## config.mk

```make
export PLATFORM = sky130hd
export DESIGN_NAME = toggle_counter
export DESIGN_NICKNAME = d
export VERILOG_FILES = /design/src/rtl/toggle_counter_pkg.sv /design/src/rtl/toggle_counter_tff_cell.sv /design/src/rtl/toggle_counter.sv
export SDC_FILE = /design/constraint.sdc
export NUM_CORES = 1
export LEC_CHECK = 0
export BUFFER_PORTS_ARGS = -buffer_cell sky130_fd_sc_hd__buf_2
export CORE_AREA = 5 5 42 44
export CTS_CLUSTER_DIAMETER = 150
export CTS_CLUSTER_SIZE = 14
export DETAILED_ROUTE_END_ITERATION = 6
export DIE_AREA = 0 0 47 49
export GPL_ROUTABILITY_DRIVEN = 0
export PLACE_DENSITY_LB_ADDON = 0.15
export REMOVE_ABC_BUFFERS = 1
export SETUP_SLACK_MARGIN = 0.05
export SLEW_MARGIN = 20
export SYNTH_ARGS = -nofsm -noshare
export SYNTH_HDL_FRONTEND = slang
export SYNTH_SLANG_ARGS = --single-unit
```

## constraint.sdc

```tcl
create_clock -name clk -period 2 [get_ports clk]
set_input_delay 0.1 -clock clk [delete_from_list [all_inputs] [get_ports clk]]
set_output_delay 0.1 -clock clk [all_outputs]
set_load 0.01 [all_outputs]
```

## src/rtl/toggle_counter_pkg.sv

```systemverilog
// Shared constants and helpers for the toggle-cell modulo counter.
package toggle_counter_pkg;

  localparam int unsigned TC_WIDTH_DEFAULT   = 4;
  localparam int unsigned TC_MODULUS_DEFAULT = 16;

  localparam logic DIR_UP = 1'b1;
  localparam logic DIR_DN = 1'b0;

  // Highest legal count: the up-wrap source and the down-wrap target.
  function automatic int unsigned wrap_target(input int unsigned modulus);
    return modulus - 1;
  endfunction

  function automatic bit is_pow2(input int unsigned value);
    return (value != 0) && ((value & (value - 1)) == 0);
  endfunction

endpackage

```

## src/rtl/toggle_counter_tff_cell.sv

```systemverilog
// Single-bit toggle flip-flop with synchronous active-high reset.
module tff_cell (
  input  logic clk,
  input  logic rst,
  input  logic t,
  output logic q,
  output logic qb
);

  always_ff @(posedge clk) begin
    if (rst) begin
      q <= 1'b0;
    end else if (t) begin
      q <= ~q;
    end
  end

  assign qb = ~q;

endmodule

```

## src/rtl/toggle_counter.sv

```systemverilog
// Up/down modulo counter: a toggle-mask generator driving a row of tff_cell instances.
module toggle_counter
  import toggle_counter_pkg::*;
#(
  parameter int unsigned WIDTH   = TC_WIDTH_DEFAULT,
  parameter int unsigned MODULUS = TC_MODULUS_DEFAULT
) (
  input  logic             clk,
  input  logic             rst,
  input  logic             en,
  input  logic             up,
  input  logic             load,
  input  logic [WIDTH-1:0] d,
  output logic [WIDTH-1:0] q,
  output logic [WIDTH-1:0] qb,
  output logic             tc
);

  localparam logic [WIDTH-1:0] MAX_Q   = WIDTH'(wrap_target(MODULUS));
  localparam bit               POW2_MOD = is_pow2(MODULUS);

  logic [WIDTH-1:0] inc_q;
  logic [WIDTH-1:0] dec_q;
  logic [WIDTH-1:0] load_q;
  logic [WIDTH-1:0] count_q;
  logic [WIDTH-1:0] nxt;
  logic [WIDTH-1:0] t;
  logic             at_max;
  logic             at_zero;

  assign at_max  = (q == MAX_Q);
  assign at_zero = (q == '0);

  // A power-of-two modulus wraps through the natural carry/borrow chain.
  generate
    if (POW2_MOD) begin : g_pow2
      assign inc_q = q + 1'b1;
      assign dec_q = q - 1'b1;
    end else begin : g_mod
      assign inc_q = at_max  ? '0    : q + 1'b1;
      assign dec_q = at_zero ? MAX_Q : q - 1'b1;
    end
  endgenerate

  assign load_q = (d > MAX_Q) ? MAX_Q : d;

  // Ternaries, not if/else, so X on en/up propagates into the toggle mask.
  always_comb begin
    count_q = (up == DIR_UP) ? inc_q : dec_q;
    nxt     = load ? load_q : (en ? count_q : q);
    t       = q ^ nxt;
  end

  assign tc = en & ~load & ((up & at_max) | (~up & at_zero));

  generate
    for (genvar i = 0; i < WIDTH; i++) begin : g_cell
      tff_cell u_cell (
        .clk (clk),
        .rst (rst),
        .t   (t[i]),
        .q   (q[i]),
        .qb  (qb[i])
      );
    end
  endgenerate

endmodule

```

==> results of run 1 <==
-- per-stage QoR --
stage | instances | setup slack, ns | hold WS, ns
2_1_floorplan | 41 | 0.330 | 0.172
3_3_place_gp | 74 | 0.296 | 0.317
3_5_place_dp | 74 | 0.277 | 0.320
4_1_cts | 77 | 0.250 | 0.0657
5_1_grt | 77 | 0.125 | 0.0626
6_report | 77 | 0.273 | 0.0720
-- Yosys cell counts (all sizes together) --
| cell type | n | share of area (%) |
|---|---|---|
| inv | 6 | 5.9 |
| dfxtp | 4 | 21 |
| nor3 | 1 | 1.3 |
| clkbuf | 2 | 2.0 |
| nand2 | 2 | 2.0 |
| mux2i | 1 | 2.6 |
| a211oi | 1 | 2.0 |
| fa | 1 | 5.2 |
| nor4 | 1 | 1.6 |
| nor2 | 5 | 4.9 |
| or4 | 1 | 2.0 |
| xnor2 | 2 | 4.6 |
| a21oi | 6 | 7.9 |
| nor2b | 1 | 1.6 |
| and3 | 1 | 1.6 |
| nor3b | 1 | 2.0 |
| o21ai | 2 | 2.6 |
| and4 | 1 | 3.0 |
| nand3 | 2 | 3.9 |
| buf | 8 | 16 |
| ha | 2 | 6.6 |
-- area by class of cell --
cell class | instances | area [µm²] | area share, %
tap | 16 | 20.0 | 4.53
timing repair buffer | 17 | 85.1 | 19.3
inverter | 6 | 22.5 | 5.10
clock buffer | 3 | 22.5 | 5.10
multi-input combinational | 31 | 211 | 47.9
sequential | 4 | 80.1 | 18.1
-- cell families after synthesis --
family | after synthesis
XOR/XNOR | 2
buffers and inverters | 16
AND/OR/NAND/NOR | 16
flip-flops | 4
AO/OA/AOI/OAI | 9
adder cells (fa/ha/maj) | 3
multiplexers | 1
-- final timing paths --
path                                            to  slack (ns)  cells after the start
worst min-delay path            g_cell[2].u_cell.q        0.07                      2
worst max-delay path            g_cell[3].u_cell.q        0.27                      5
worst max register to register  g_cell[3].u_cell.q        0.27                      5
worst min register to register  g_cell[3].u_cell.q        0.68                      4
-- critical path: stages (launching register included) --
cell and delay (ns):
dfxtp_1 0.39, ha_1 0.30, a21oi_1 0.20, a21oi_1 0.10, or4_1 0.47, and3_1 0.15
-- power by group through the flow --
stage / Clock [µW] / Combinational (µW) / Sequential, µW
6_report: 99.9 / 85.3 / 96.7
5_1_grt: 118 / 97.0 / 98.2
4_1_cts: 106 / 86.7 / 97.1
3_5_place_dp: 0 / 85.9 / 98.4
3_3_place_gp: 0 / 85.7 / 98.8
2_1_floorplan: 0 / 48.1 / 99.3
-- per-layer routing --
metal  vias up  GRT usage [%]  share of wire [%]
met5         -              0                  0
met3         0           4.80                9.7
met2        13           12.0                 47
li1        181              -                  -
met4         0           2.76                  0
met1       152           10.6                 43
==> results.sh, run 1 <==
export IMPL_worst_slew_pin_slew_ns=0.228
export IMPL_worstHoldStart="rst"
export IMPL_fp_coreArea_um2=1400
export IMPL_die_y_um=49
export IMPL_fin_total_pwr_uw=282
export IMPL_synth_area_per_cell_um2=7.48
export IMPL_startpoint="g_cell[2].u_cell.q"
export IMPL_skew_ns=0.00411
export IMPL_yosysWarnings=0
export IMPL_pwr_share_comb_pct=30.3
export IMPL_timing_final_crit_share_pct=86.4
export IMPL_worstSkewPairLatency_ns=0.23
export IMPL_fill_cells=163
export IMPL_outcome="complete, no violations"
export IMPL_netlist_area_um2=382
export IMPL_drt_initial_drc_count=3
export IMPL_n_antenna_cell=0
export IMPL_clk_pin_slew_worst_paths_ns=0.04
export IMPL_wire_per_inst_um=10.9
export IMPL_required_ns=2.13
export IMPL_grt_max_degree=11
export IMPL_cp_max_fo=5
export IMPL_yosys_area_share_adder_pct=11.8
export IMPL_tns_ns=0
export IMPL_hpwl_um=679
export IMPL_cts_tree="done"
export IMPL_avgViaCountPerCell=4.49
export IMPL_postRouteAntennaNets=0
export IMPL_p_per_area_nw_per_um2=638
export IMPL_hold_path_class="in2reg"
export IMPL_post_dp_cell_area_um2=419
export IMPL_final_nets=75
export IMPL_synth_simple_gate_area_share_pct=23.9
export IMPL_post_cts_setup_buffers=0
export IMPL_htreeDepth=1
export IMPL_rows=14
export IMPL_clkPwrFrac_pct=35.5
export IMPL_synth_top_family_by_area="simple AND/OR/NAND/NOR gates"
export IMPL_maxCapViolations=0
export IMPL_grt_overflow=0
export IMPL_min_period_ns=1.73
export IMPL_cts_root_buf="clkbuf_4"
export IMPL_p_seq_share_pct=34.3
export IMPL_hold_buffers=0
export IMPL_numClockSinks=4
export IMPL_r2r_start="g_cell[2].u_cell.q"
export IMPL_yosysSeqAreaShare_pct=21.0
export IMPL_setup_violations=0
export IMPL_num_vias=346
export IMPL_drv_slew=0
export IMPL_synth_distinct_cells=23
export IMPL_switchingPower_uw=87.2
export IMPL_synth_mux_area_share_pct=2.62
export IMPL_regMostFlops="g_cell.u_cell.q"
export IMPL_io_buffers=17
export IMPL_relSlewSlack_pct=84.7
export IMPL_antenna_found_initial=0
export IMPL_fp_dieArea_um2=2300
export IMPL_syn_instance_count=51
export IMPL_rsz0062_at_grt="no"
export IMPL_initial_utilization_pct=27.2
export IMPL_final_cell_mix="buf_2 (17), inv_1 (6), a21oi_1 (6), nor2_1 (5), dfxtp_1 (4)"
export IMPL_vdd_drop_max_v=0.000411
export IMPL_area_growth_pct=15.7
export IMPL_swShare_pct=31.0
export IMPL_die_w_um=47
export IMPL_first_global_vias=331
export IMPL_reg_largest_list="g_cell.u_cell.q (4)"
export IMPL_cts_resized_gates=0
export IMPL_final_core_util_pct=31.5
export IMPL_synth_compound_area_share_pct=12.5
export IMPL_grt_first_pass_wirelength_um=1430
export IMPL_endpoint_kind="flip-flop"
export IMPL_finalHoldViolCount=0
export IMPL_wl_um=843
export IMPL_power_internal_uw=195
export IMPL_cts_buffer_depth=2
export IMPL_p_leak_uw=0.000211
export IMPL_drtPass1Iterations=4
export IMPL_synth_xor_area_share_pct=4.59
export IMPL_final_area_um2=442
export IMPL_synth_ff_latch_count=4
export IMPL_final_common_cell="buf_2"
export IMPL_largest_register_ff_count=4
export IMPL_drive_above_1_share_pct=36.1
export IMPL_critPathLaunchType="flip-flop"
export IMPL_fmax_ghz=0.579
export IMPL_grt_total_usage_pct=8.46
export IMPL_numCtsBuffers=3
export IMPL_arrival_ns=1.85
export IMPL_top_level_ports=18
export IMPL_drc=0
export IMPL_path_class="reg2reg"
(Power assumes the default switching activity.)
==> run 2: changes to the inputs <==
--- a/config.mk
+++ b/config.mk
@@ -13,7 +13,6 @@
 export DIE_AREA = 0 0 47 49
 export GPL_ROUTABILITY_DRIVEN = 0
 export PLACE_DENSITY_LB_ADDON = 0.15
-export REMOVE_ABC_BUFFERS = 1
 export SETUP_SLACK_MARGIN = 0.05
 export SLEW_MARGIN = 20
 export SYNTH_ARGS = -nofsm -noshare
==> results.sh, run 2 (synthesis gave the netlist of run 1 again) <==
export IMPL_outcome="complete, no violations"
export IMPL_dp_worst_setup_slack_ns=0.277
export IMPL_hpwl_um=703
export IMPL_use_met1_pct=11.4
export IMPL_post_cts_setup_buffers=0
export IMPL_critical_path_top_delay_family="simple AND/OR/NAND/NOR gates"
export IMPL_first_global_vias=333
export IMPL_dp_cells=75
export IMPL_hold_buffers=0
export IMPL_io_buffers=17
export IMPL_r2r_end="g_cell[3].u_cell.q"
export IMPL_slowest_delay_ns=0.46
export IMPL_postRouteAntennaNets=0
export IMPL_cp_max_fo=5
export IMPL_numClockSinks=4
export IMPL_tns_ns=0
export IMPL_fp_coreArea_um2=1400
export IMPL_maxCapViolations=0
export IMPL_wl_um=867
export IMPL_p_per_area_nw_per_um2=642
export IMPL_r2r_setup_slack_ns=0.27
export IMPL_path_buf_inv=0
export IMPL_path_cells="ha_1, a21oi_1, a21oi_1, or4_1, and3_1"
export IMPL_final_common_cell="buf_2"
export IMPL_worst_slew_pin_slew_ns=0.251
export IMPL_cts_buffer_depth=2
export IMPL_grt_total_usage_pct=8.30
export IMPL_instances_no_fill=78
export IMPL_cts_root_buf="clkbuf_4"
export IMPL_relSlewSlack_pct=83.2
export IMPL_drt_initial_drc_count=8
export IMPL_setup_violations=0
export IMPL_clk_pin_slew_worst_paths_ns=0.04
export IMPL_critPathLaunchType="flip-flop"
export IMPL_crit_path_top_delay_cell="or4_1"
export IMPL_grt_overflow=0
export IMPL_rsz0062_at_grt="no"
export IMPL_use_met2_pct=11.5
export IMPL_largest_register_ff_count=4
export IMPL_crit_path_end="g_cell[3].u_cell.q"
export IMPL_final_area_um2=449
export IMPL_grt_max_degree=11
export IMPL_path_depth=5
export IMPL_avgViaCountPerCell=4.56
export IMPL_drive_above_1_share_pct=37.1
export IMPL_grt_first_pass_wirelength_um=1410
export IMPL_required_ns=2.12
export IMPL_die_y_um=49
export IMPL_area_growth_pct=17.7
export IMPL_regMostFlops="g_cell.u_cell.q"
export IMPL_cts_tree="done"
export IMPL_rows=14
export IMPL_drc=0
export IMPL_die_w_um=47
export IMPL_fmax_ghz=0.580
export IMPL_grt_busiest_layer="met2"
export IMPL_synth_nets=63
export IMPL_startpoint="g_cell[2].u_cell.q"
export IMPL_r2r_start="g_cell[2].u_cell.q"
export IMPL_use_met3_pct=2.21
export IMPL_min_period_ns=1.73
export IMPL_antenna_found_initial=0
export IMPL_final_nets=76
export IMPL_post_dp_cell_area_um2=427
export IMPL_top_level_ports=18
export IMPL_path_class="reg2reg"
export IMPL_cts_resized_gates=0
export IMPL_wire_per_inst_um=11.1
export IMPL_fp_dieArea_um2=2300
export IMPL_num_vias=356
export IMPL_rr_worst_depth=5
export IMPL_hold_path_class="in2reg"
export IMPL_drtPass1Iterations=4
export IMPL_drv_slew=0
export IMPL_finalHoldViolCount=0
export IMPL_final_cell_mix="buf_2 (17), inv_1 (6), a21oi_1 (6), nor2_1 (5), dfxtp_1 (4)"
export IMPL_vdd_drop_max_v=0.000179
export IMPL_initial_utilization_pct=27.2
export IMPL_worstSkewPairLatency_ns=0.24
export IMPL_htreeDepth=1
export IMPL_endpoint_kind="flip-flop"
export IMPL_arrival_ns=1.85
export IMPL_skew_ns=0.00599
export IMPL_timing_final_crit_share_pct=86.3
export IMPL_n_antenna_cell=0
export IMPL_reg_largest_list="g_cell.u_cell.q (4)"
export IMPL_p_leak_uw=0.000216
export IMPL_numCtsBuffers=3
export IMPL_crit_top_cell="a21oi_1"
export IMPL_final_core_util_pct=32.1
export IMPL_setup_slack_ns=0.275
## run 2: cell types whose count changed in the layout (fill, tap and decap cells not counted), sizes merged
| cell | previous run | this run |
|---|---|---|
| buf | 17 | 18 |
## run 2: worst min-delay path by stage
stage / startpoint / slack, ns / to / depth (start not counted)
2_1_floorplan: rst / 0.17 / g_cell[2].u_cell.q / 1
3_3_place_gp: rst / 0.32 / g_cell[1].u_cell.q / 2
3_5_place_dp: rst / 0.33 / g_cell[0].u_cell.q / 2
4_1_cts: rst / 0.08 / g_cell[0].u_cell.q / 2
5_1_grt: rst / 0.1 / g_cell[0].u_cell.q / 2
6_report: rst / 0.08 / g_cell[1].u_cell.q / 2
## run 2: routing by layer
metal  vias to the layer above  share of wire (%)
met5                         -                  0
met1                       158                 45
met3                         2                6.2
met4                         0               0.92
met2                        11                 47
li1                        185                  -
## run 2: cell type report
| cell class | instances | area (µm²) |
|---|---|---|
| Fill cell | 169 | 952 |
| Timing Repair Buffer | 18 | 92.6 |
| Inverter | 6 | 22.5 |
| Sequential cell | 4 | 80.1 |
| Multi-Input combinational cell | 31 | 211 |
| Tap cell | 16 | 20.0 |
| Clock buffer | 3 | 22.5 |
## run 2: power by group
group / internal [µW] / switching [µW] / total (µW)
logic: 42.3 / 46.4 / 88.7
clock network: 67.5 / 37.6 / 105
registers: 86.9 / 7.73 / 94.6
## run 2: worst reg2reg max path: cells and delay by family, from the launching register on
| family | cells | cell delay [ns] |
|---|---|---|
| AO/OA/AOI/OAI | 2 | 0.31 |
| flip-flops | 1 | 0.39 |
| AND/OR/NAND/NOR | 2 | 0.61 |
| adder cells (fa/ha/maj) | 1 | 0.30 |
## run 2: per-stage QoR
| stage | hold slack [ns] | total power, µW |
|---|---|---|
| 5_1_grt | 0.0992 | 304 |
| 4_1_cts | 0.0807 | 293 |
| 3_3_place_gp | 0.325 | 187 |
| 3_5_place_dp | 0.328 | 186 |
| 2_1_floorplan | 0.172 | 169 |
| 6_report | 0.0754 | 288 |
